[config.mk]
export PLATFORM = sky130hd
export DESIGN_NAME = axis_interpolator_arbiter
export DESIGN_NICKNAME = d
export VERILOG_FILES = /design/src/rtl/axis_interpolator_arbiter.sv
export SDC_FILE = /design/constraint.sdc
export NUM_CORES = 1
export LEC_CHECK = 0
export BUFFER_PORTS_ARGS = -buffer_cell sky130_fd_sc_hd__clkbuf_2
export CAP_MARGIN = 20
export CORE_MARGIN = 10
export CORE_UTILIZATION = 45
export CTS_CLUSTER_SIZE = 14
export DETAILED_ROUTE_END_ITERATION = 7
export PLACE_DENSITY = 0.69
export SLEW_MARGIN = 20
export SYNTH_ARGS = -nofsm -noshare
export SYNTH_HDL_FRONTEND = slang
export SYNTH_SLANG_ARGS = --single-unit
export TNS_END_PERCENT = 5
[constraint.sdc]
create_clock -name aclk -period 7.9 [get_ports aclk]
set_input_delay 1.58 -clock aclk [delete_from_list [all_inputs] [get_ports aclk]]
set_output_delay 1.58 -clock aclk [all_outputs]
set_load 0.03 [all_outputs]
[src/rtl/axis_interpolator_arbiter.sv]
// ---------------------------------------------------------------------------
// axis_interpolator_arbiter
//   Lets several AXI-Stream sources take turns using one downstream
//   axis_interpolator. Sources are granted round-robin, and each grant is a
//   burst of cfg_burst samples. The interpolation ratio of the granted source
//   is presented on int_cfg_data. The grant is released only after every
//   interpolator output produced by the burst has been seen on the monitor
//   handshake, so cfg_data never changes under samples that are in flight.
//
// Optional feature macro: AXIS_INTERPOLATOR_ARBITER_EARLY_RELEASE_EN
//   defined   : a source that stalls for one cycle during its burst loses the
//               grant. The arbiter drains if samples were taken, and returns
//               straight to idle if none were taken.
//   undefined : the burst always runs to cfg_burst samples, however long the
//               source stalls.
//
// Ports
//   aclk, areset    clock, synchronous active-high reset
//   cfg_ratio       per-channel ratio, channel i at [i*CNTR_WIDTH +: CNTR_WIDTH]
//   cfg_burst       samples per grant (0 behaves as 1)
//   s_axis_*        per-channel source streams (tdata/tvalid/tready)
//   m_axis_*        stream toward the interpolator slave port
//   int_cfg_data    interpolator ratio for the current grant
//   mon_tvalid/rdy  interpolator master handshake, observed only
//   grant_id        channel that currently owns the interpolator
//   busy            high while a grant is running or draining
// ---------------------------------------------------------------------------
module axis_interpolator_arbiter #(
  parameter  int unsigned AXIS_TDATA_WIDTH = 32,
  parameter  int unsigned CNTR_WIDTH       = 32,
  parameter  int unsigned BURST_WIDTH      = 16,
  parameter  int unsigned CHANNELS         = 2,
  localparam int unsigned GRANT_WIDTH      = (CHANNELS > 1) ? $clog2(CHANNELS) : 1
) (
  input  logic                                 aclk,
  input  logic                                 areset,
  input  logic [CHANNELS*CNTR_WIDTH-1:0]       cfg_ratio,
  input  logic [BURST_WIDTH-1:0]               cfg_burst,
  input  logic [CHANNELS*AXIS_TDATA_WIDTH-1:0] s_axis_tdata,
  input  logic [CHANNELS-1:0]                  s_axis_tvalid,
  output logic [CHANNELS-1:0]                  s_axis_tready,
  output logic [AXIS_TDATA_WIDTH-1:0]          m_axis_tdata,
  output logic                                 m_axis_tvalid,
  input  logic                                 m_axis_tready,
  output logic [CNTR_WIDTH-1:0]                int_cfg_data,
  input  logic                                 mon_tvalid,
  input  logic                                 mon_tready,
  output logic [GRANT_WIDTH-1:0]               grant_id,
  output logic                                 busy
);

  localparam int unsigned PEND_WIDTH = CNTR_WIDTH + BURST_WIDTH + 1;

  typedef enum logic [1:0] {
    ST_IDLE  = 2'd0,
    ST_RUN   = 2'd1,
    ST_DRAIN = 2'd2
  } state_t;

  state_t                      r_state;
  state_t                      w_state_nxt;
  logic [GRANT_WIDTH-1:0]      r_grant;
  logic [GRANT_WIDTH-1:0]      r_last_grant;
  logic [CNTR_WIDTH-1:0]       r_cfg;
  logic [BURST_WIDTH-1:0]      r_burst_left;
  logic [PEND_WIDTH-1:0]       r_pending;
`ifdef AXIS_INTERPOLATOR_ARBITER_EARLY_RELEASE_EN
  logic                        r_taken;
`endif

  logic                        w_any_valid;
  logic [GRANT_WIDTH-1:0]      w_pick;
  logic [GRANT_WIDTH-1:0]      w_cand;
  logic [CNTR_WIDTH-1:0]       w_pick_ratio;
  logic                        w_sel_valid;
  logic [AXIS_TDATA_WIDTH-1:0] w_sel_data;
  logic [BURST_WIDTH-1:0]      w_burst_init;
  logic                        w_m_hs;
  logic                        w_mon_hs;
  logic                        w_grant_now;
  logic                        w_release;
  logic [PEND_WIDTH-1:0]       w_pend_inc;
  logic [PEND_WIDTH-1:0]       w_pend_dec;

  // Round-robin search: first valid channel after the last one served.
  always_comb begin
    w_any_valid = 1'b0;
    w_pick      = '0;
    w_cand      = '0;
    for (int unsigned k = 1; k <= CHANNELS; k++) begin
      w_cand = GRANT_WIDTH'((32'(r_last_grant) + k) % CHANNELS);
      if (!w_any_valid && s_axis_tvalid[w_cand]) begin
        w_any_valid = 1'b1;
        w_pick      = w_cand;
      end
    end
  end

  // Ratio of the candidate channel, plus the stream of the granted channel.
  always_comb begin
    w_pick_ratio = '0;
    w_sel_valid  = 1'b0;
    w_sel_data   = '0;
    for (int unsigned i = 0; i < CHANNELS; i++) begin
      if (w_pick == GRANT_WIDTH'(i)) begin
        w_pick_ratio = cfg_ratio[i*CNTR_WIDTH +: CNTR_WIDTH];
      end
      if (r_grant == GRANT_WIDTH'(i)) begin
        w_sel_valid = s_axis_tvalid[i];
        w_sel_data  = s_axis_tdata[i*AXIS_TDATA_WIDTH +: AXIS_TDATA_WIDTH];
      end
    end
  end

  // Zero-latency pass-through while running; everything is closed otherwise.
  always_comb begin
    s_axis_tready = '0;
    for (int unsigned i = 0; i < CHANNELS; i++) begin
      s_axis_tready[i] = (r_state == ST_RUN) && (r_grant == GRANT_WIDTH'(i)) && m_axis_tready;
    end
  end

  assign m_axis_tvalid = (r_state == ST_RUN) && w_sel_valid;
  assign m_axis_tdata  = (r_state == ST_RUN) ? w_sel_data : '0;
  assign int_cfg_data  = r_cfg;
  assign grant_id      = r_grant;
  assign busy          = (r_state != ST_IDLE);

  assign w_m_hs       = m_axis_tvalid && m_axis_tready;
  assign w_mon_hs     = mon_tvalid && mon_tready;
  assign w_burst_init = (cfg_burst == '0) ? BURST_WIDTH'(1) : cfg_burst;
  assign w_grant_now  = (r_state == ST_IDLE) && w_any_valid;
  assign w_release    = (r_state != ST_IDLE) && (w_state_nxt == ST_IDLE);

  // Each accepted sample produces ratio+1 interpolator outputs.
  assign w_pend_inc = w_m_hs   ? (PEND_WIDTH'(r_cfg) + PEND_WIDTH'(1)) : '0;
  assign w_pend_dec = w_mon_hs ? PEND_WIDTH'(1) : '0;

  // State register.
  always_ff @(posedge aclk) begin
    if (areset) begin
      r_state <= ST_IDLE;
    end else begin
      r_state <= w_state_nxt;
    end
  end

  // Next-state logic.
  always_comb begin
    w_state_nxt = r_state;
    case (r_state)
      ST_IDLE: begin
        if (w_any_valid) begin
          w_state_nxt = ST_RUN;
        end
      end
      ST_RUN: begin
        if (w_m_hs && (r_burst_left == BURST_WIDTH'(1))) begin
          w_state_nxt = ST_DRAIN;
        end
`ifdef AXIS_INTERPOLATOR_ARBITER_EARLY_RELEASE_EN
        else if (!w_sel_valid) begin
          w_state_nxt = r_taken ? ST_DRAIN : ST_IDLE;
        end
`endif
      end
      ST_DRAIN: begin
        // Interpolator is idle once nothing is owed and it is not accepting input.
        if ((r_pending == '0) && !m_axis_tready) begin
          w_state_nxt = ST_IDLE;
        end
      end
      default: begin
        w_state_nxt = ST_IDLE;
      end
    endcase
  end

  // Grant, configuration and burst/output accounting.
  always_ff @(posedge aclk) begin
    if (areset) begin
      r_grant      <= '0;
      r_last_grant <= GRANT_WIDTH'(CHANNELS - 1);
      r_cfg        <= '0;
      r_burst_left <= '0;
      r_pending    <= '0;
`ifdef AXIS_INTERPOLATOR_ARBITER_EARLY_RELEASE_EN
      r_taken      <= 1'b0;
`endif
    end else begin
      if (w_grant_now) begin
        r_grant      <= w_pick;
        r_cfg        <= w_pick_ratio;
        r_burst_left <= w_burst_init;
`ifdef AXIS_INTERPOLATOR_ARBITER_EARLY_RELEASE_EN
        r_taken      <= 1'b0;
`endif
      end else if (w_m_hs) begin
        r_burst_left <= r_burst_left - BURST_WIDTH'(1);
`ifdef AXIS_INTERPOLATOR_ARBITER_EARLY_RELEASE_EN
        r_taken      <= 1'b1;
`endif
      end
      if (w_release) begin
        r_last_grant <= r_grant;
      end
      r_pending <= r_pending + w_pend_inc - w_pend_dec;
    end
  end

endmodule

==> out/qor.txt, run 1 <==
leakage: 4.89 nW
Synth Cell Area: 8800 um^2
layout cells sized above 1: 0.192
share of flip-flops with an asynchronous set or reset: 0
Peak Freq: 0.185 GHz
first-pass GRT wire length: 43,500 um
PostCTS Resize Cnt: 0
Initial Utilization: 0.455
CP Class: in2reg
Worst-Skew Late Latency: 370 ps
fin area: 10,400 um^2
Setup crit start kind: input port
drt drc: 0
Slew @ Worst Pin: 1130 ps
Top-Level Pins: 220
hold violation total from the final report: 0
Pwr Total: 0.00421 W
largest net degree at the start of global routing: 83
worst path arrival time: 5660 ps
CTS max path bufs: 2
drt via density: 5.37
Tcrit/Tclk final: 0.686
worst hold slack: 484 ps
RSZ-0062 raised after global routing: false
CTS Buf Count: 9
Avg Cell Area, Syn: 7.44 um^2
vias in the first global route: 8,524
ys flop type: dfxtp_1
HPWL Detailed: 21,800 um
Max-slew headroom: 0.248
height of the chip: 160 um
synth top area cells: dfxtp_1 23%, ha_1 13%, mux2i_1 7.5%
CTS H-tree lvls: 3
PwrDens: 405 nW/um^2
port buffer count: 219
Worst VDD drop: 190 uV
Pins Over Slew Limit: 0
HP Class: reg2reg
total die area: 25,500 um^2
Synth top cells by count: 174 x nor2_1, 131 x inv_1, 101 x dfxtp_1, 91 x ha_1, 90 x nand2_1
Setup Skew: 16.3 ps
GRT Total Usage: 0.202
wire per inst: 16.5 um
Area Overhead vs Synth: 18.3%
clock power share: 0.114
Synth top area share: 0.230
P_int: 0.00209 W
post-route setup slack: 2480 ps
Final Wtd Congestion: 0.905
DRT iter0 DRCs: 566
core area: 19,300 um^2
Critical Path RT: 8140 ps
Gate Count Post-Synth: 1,183
post-route ant nets: 0
Max FO, Critical Path: 40
# hold bufs at CTS: 0
Worst-path clk slew: 90 ps
Root Driver: clkbuf_16
final setup vio count: 0
Max Cap Viol: 0
Yosys reg bits: 101
Synth area leader: dfxtp_1
chip width: 160 um
Setup Fix Bufs, Post-CTS: 0
initial antenna violation count: 1
TritonCTS clock tree: yes
worst slack at placement: 2220 ps
number of clock sinks: 101
outcome: finished, final reports clean
Post-Route Setup TNS: 0 ps
distinct cell type count after synthesis: 70
Switching Share: 0.505
Worst Setup End Kind: flop
DRT Wirelength: 27,000 um
Seq/Total Area, Yosys: 0.230
Layout Nets: 1,610
DRT Pass-1 Iters: 5
post-synth net total: 1,426
Site Rows: 51
routed vias: 8,798
number of synthesized flops with an enable pin: 0
switching power: 0.00213 W
Area after DPL: 10,100 um^2
synth warn: 0
most numerous cell in the Yosys netlist: nor2_1
fin crit period: 5420 ps
Congestion Overflow GR: 0
Flop pwr share: 0.186
Gate power share: 0.700
-- routing by layer --
layer | up-vias | GRT usage | wire length (um)
met5 | - | 0 | 0
li1 | 4468 | - | -
met2 | 268 | 0.335 | 12700
met4 | 0 | 0.0551 | 528
met1 | 4034 | 0.260 | 12100
met3 | 28 | 0.0391 | 1610
-- registers in the layout, summed over array words and instances (netlist names) --
name	flops
r_burst_left	16
r_pending	49
grant_id	1
int_cfg_data	32
r_state	2
r_last_grant	1
-- critical path, cell delays in order --
cell       delay (ps)
clkbuf_2          140
mux2i_1           150
nor2_2            170
buf_4             400
nand2_1           110
ha_1              280
inv_1              70
ha_1              330
a211oi_1          320
o211ai_1          210
a2111oi_0         850
nor4_1            180
a31oi_1           260
nand2_1           120
a21oi_1           150
mux2_1            330
-- metrics by stage --
stage                     utilization  cells
after floorplan                     -   1183
after global placement          0.522   1621
after detailed placement        0.522   1621
after CTS                       0.538   1637
after global routing            0.538   1637
final                           0.538   1638
-- area by class of cell --
class	instances	area [um^2]
diodes	1	2.50
clock buffers	9	225
clock inverters	7	91.3
fillers	1900	8930
inverters	131	492
multi-input cells	899	6100
flip-flops and latches	101	2020
well taps	265	332
repair buffers	225	1140
-- path summary, 6_finish.rpt --
kind,start,endpoint,slack [ps],cells after the start
hold reg to reg,r_burst_left[11],r_burst_left[11],480,2
setup / recovery,s_axis_tvalid[0],r_pending[43],2480,16
hold / removal,r_burst_left[11],r_burst_left[11],480,2
setup reg to reg,grant_id,r_pending[43],2590,15
-- kinds of logic (layout without fill, tap and decap cells) --
| group | after synthesis | count (layout) | synth area share |
|---|---|---|---|
| adders and majority gates | 92 | 92 | 0.132 |
| buffers and inverters | 183 | 372 | 0.0796 |
| and+or+nand+nor | 434 | 434 | 0.232 |
| muxes | 70 | 70 | 0.0802 |
| DFF | 101 | 101 | 0.230 |
| xor gates and xnor gates | 71 | 71 | 0.0707 |
| AOI/OAI and AO/OA | 232 | 232 | 0.176 |
| other | 0 | 1 | 0 |
-- power by group through the flow --
stage          clock [W]  combinational, W  sequential [W]
2_1_floorplan          0           0.00225        0.000800
6_report        0.000482           0.00295        0.000781
5_1_grt         0.000508           0.00330        0.000800
3_3_place_gp           0           0.00288        0.000791
4_1_cts         0.000489           0.00292        0.000781
3_5_place_dp           0           0.00290        0.000792
-- placed cells by master, fill, tap and decap left out, types with 9 or more instances in the layout --
| master | Yosys | routed |
|---|---|---|
| clkbuf_2 | 0 | 218 |
| nor2_1 | 174 | 172 |
| inv_1 | 131 | 131 |
| dfxtp_1 | 101 | 100 |
| ha_1 | 91 | 91 |
| nand2_1 | 90 | 90 |
| a21oi_1 | 68 | 68 |
| mux2i_1 | 66 | 66 |
| a211oi_1 | 45 | 45 |
| xnor2_1 | 41 | 41 |
| xor2_1 | 30 | 30 |
| o21ai_0 | 30 | 30 |
| nand3_1 | 27 | 27 |
| nor3_1 | 26 | 26 |
| nand4_1 | 24 | 24 |
| nor4_1 | 20 | 20 |
| nor2b_1 | 18 | 18 |
| and3_1 | 11 | 11 |
| a21o_1 | 11 | 11 |
| nand2b_1 | 10 | 9 |
| a31oi_1 | 9 | 9 |
| o211ai_1 | 9 | 9 |
| o21bai_1 | 9 | 9 |
| clkbuf_16 | 0 | 9 |
(Power assumes the default switching activity.)
==> inputs of run 2 (changes only) <==
==> constraint.sdc (replaced) <==
create_clock -name aclk -period 5.33 [get_ports aclk]
set_input_delay 1.066 -clock aclk [delete_from_list [all_inputs] [get_ports aclk]]
set_output_delay 1.066 -clock aclk [all_outputs]
set_load 0.03 [all_outputs]
==> run 2 against run 1 <==
First-iteration DRC count is 2.3% lower. Critical path depth grew 3. Count of clock-buffer cells in the layout grew 1. Core utilization is 0.078 points higher. Cell count up 0.37%. Sequential share of layout area barely moved. Sequential cell count is the same. Worst hold slack worse by 4.0 ps. Non-clock buffer count increased by 6. Total power is 48% higher. Sequential power increased by 47%. Register-to-register slack worse by 2100 ps. Highest routed layer unchanged.
==> out/qor.txt, run 2 (synthesized netlist as in run 1, its figures left out) <==
max FFs per register: 49 (unchanged)
port buffer count: 219 (unchanged)
fin area: 10,400 um^2 (about the same)
Area after DPL: 10,100 um^2 (about the same)
P_int: 0.00307 W (was 0.00209 W)
height of the chip: 160 um (unchanged)
GRT Total Usage: 0.204 (was 0.202)
Tcrit/Tclk final: 0.910
HP Class: reg2reg (unchanged)
DRT iter0 DRCs: 553 (was 566)
Peak Freq: 0.206 GHz
placed cells: 1,627 (was 1,621)
Slew @ Worst Pin: 754 ps (was 1130 ps)
critical path, cell by cell: and4_1, nand4_1, or3_1, nor2_1, and3_1, nand3_1, xnor2_1, nand2_1, ha_1, inv_1, ha_1, a21oi_1, o21ai_1, o21bai_1, a221oi_1, o211ai_1, a31oi_2, o21ai_1, mux2_2 (was clkbuf_2, mux2i_1, nor2_2, buf_4, nand2_1, ha_1, inv_1, ha_1, a211oi_1, o211ai_1, a2111oi_0, nor4_1, a31oi_1, nand2_1, a21oi_1, mux2_1)
reg2reg end: r_pending[45] (was r_pending[43])
PwrDens: 597 nW/um^2 (was 405 nW/um^2)
Reg2Reg Launch Point: int_cfg_data[2] (was grant_id)
CP Class: reg2reg (was in2reg)
CTS max path bufs: 2 (unchanged)
Site Rows: 51 (unchanged)
Fillers: 1,899 (was 1,900)
Final Wtd Congestion: 0.882 (was 0.905)
clock power share: 0.106 (was 0.114)
Worst-path clk slew: 80 ps (was 90 ps)
hold violation total from the final report: 0 (unchanged)
wire per inst: 16.4 um (was 16.5 um)
Congestion Overflow GR: 0 (unchanged)
core area: 19,300 um^2 (unchanged)
largest net degree at the start of global routing: 61 (was 83)
commonest non-fill, non-tap cell in the layout: clkbuf_2 (unchanged)
Critical Path RT: 5580 ps (was 8140 ps)
worst reg2reg setup slack: 480 ps (was 2590 ps)
outcome: finished, final reports clean (unchanged)
Root Driver: clkbuf_16 (unchanged)
worst path arrival time: 5100 ps (was 5660 ps)
chip width: 160 um (unchanged)
Area Overhead vs Synth: 18.5% (was 18.3%)
total die area: 25,500 um^2 (unchanged)
commonest cells after routing, fill and taps aside: 218 x clkbuf_2, 172 x nor2_1, 131 x inv_1 (unchanged)
Pins Over Slew Limit: 0 (unchanged)
hold path cells: 2 (unchanged)
HPWL Detailed: 22,000 um (was 21,800 um)
Max-slew headroom: 0.485 (was 0.248)
HP Start: r_burst_left[11] (unchanged)
CTS Buf Count: 9 (unchanged)
Layout Nets: 1,616 (was 1,610)
switching power: 0.00315 W (was 0.00213 W)
Top-Level Pins: 220 (unchanged)
RSZ-0062 raised after global routing: false (unchanged)
Setup crit start kind: flop (was input port)
Largest Register: r_pending (unchanged)
first-pass GRT wire length: 44,100 um (was 43,500 um)
Post-Route Setup TNS: 0 ps (unchanged)
drt via density: 5.30 (was 5.37)
DRT Wirelength: 26,900 um (was 27,000 um)
Switching Share: 0.507 (was 0.505)
worst hold slack: 480 ps (was 484 ps)
Max stage delay cell, worst path: dfxtp_1 (was a2111oi_0)
Gate power share: 0.708 (was 0.700)
# hold bufs at CTS: 0 (unchanged)
leakage: 4.90 nW (was 4.89 nW)
Worst Setup End Kind: flop (unchanged)
CTS H-tree lvls: 3 (unchanged)
TritonCTS clock tree: yes (unchanged)
routed vias: 8,709 (was 8,798)
Setup Skew: 12.0 ps (was 16.3 ps)
Initial Utilization: 0.455 (unchanged)
Flop pwr share: 0.185 (was 0.186)
layout cells sized above 1: 0.195 (was 0.192)
Worst R2R Path Depth: 19 (was 15)
DRT Pass-1 Iters: 5 (unchanged)
vias in the first global route: 8,563 (was 8,524)
slowest cell delay on critical path: 470 ps (was 850 ps)
drt drc: 0 (unchanged)
post-route ant nets: 0 (unchanged)
Worst-Skew Late Latency: 360 ps (was 370 ps)
Max FO, Critical Path: 7 (was 40)
Seq. cell area: 2020 um^2 (unchanged)
multi-input logic area: 6100 um^2 (about the same)
Worst VDD drop: 234 uV (was 190 uV)
Post-Layout Cell Count: 1,644 (was 1,638)
fin crit period: 4850 ps
initial antenna violation count: 1 (unchanged)
final setup vio count: 0 (unchanged)
hold endpoint: r_burst_left[11] (unchanged)
Max Cap Viol: 0 (unchanged)
number of clock sinks: 101 (unchanged)
## run 2: final cells by class
type | count | area share
antenna | 1 | 0.000240
clock buffer | 10 | 0.0220
clock inverter | 6 | 0.00492
inverter | 131 | 0.0472
multi-input combinational | 899 | 0.586
sequential | 101 | 0.194
tap | 265 | 0.0318
timing repair buffer | 231 | 0.114
## run 2: per-layer routing
layer	track usage	share of wire
met4	0.0271	0.0056
met3	0.0440	0.055
met1	0.267	0.46
met5	0	0
met2	0.346	0.48
## run 2: metrics by stage
step / util / power, W / setup slack, ps
after floorplan: - / 0.00452 / 801
after global placement: 0.524 / 0.00547 / 333
after detailed placement: 0.524 / 0.00551 / 321
after CTS: 0.539 / 0.00620 / 292
after global routing: 0.539 / 0.00682 / 55.8
final: 0.539 / 0.00622 / 480
## run 2: worst max-delay path by stage
stage                     start            end  slack (ps)  cells after the start
2_1_floorplan  s_axis_tvalid[1]  r_pending[43]         800                     17
5_1_grt         int_cfg_data[2]  r_pending[45]          60                     19
3_5_place_dp    int_cfg_data[2]  r_pending[45]         320                     19
4_1_cts         int_cfg_data[2]  r_pending[45]         290                     19
6_report        int_cfg_data[2]  r_pending[45]         480                     19
3_3_place_gp    int_cfg_data[2]  r_pending[45]         330                     19
## run 2: power by group through the flow
stage	Sequential [W]	Combinational (W)	Clock (W)
floorplan	0.00119	0.00333	0
global placement	0.00117	0.00431	0
detailed placement	0.00117	0.00434	0
CTS	0.00115	0.00437	0.000677
global route	0.00118	0.00494	0.000706
finish	0.00115	0.00440	0.000661
## run 2: critical path: cells and delay by family (launching register included)
family / cells / cell delay (ps)
AND/OR/NAND/NOR: 7 / 1720
AO/OA/AOI/OAI: 7 / 1440
adder cells (fa/ha/maj): 2 / 660
flip-flops: 1 / 470
multiplexers: 1 / 280
XOR/XNOR: 1 / 150
buffers and inverters: 1 / 40
## run 2: timing repair
item | 4_1_cts | 5_1_grt
setup endpoints to repair | 0 | 1
resized for setup | 0 | 1
buffers inserted | 0 | 0
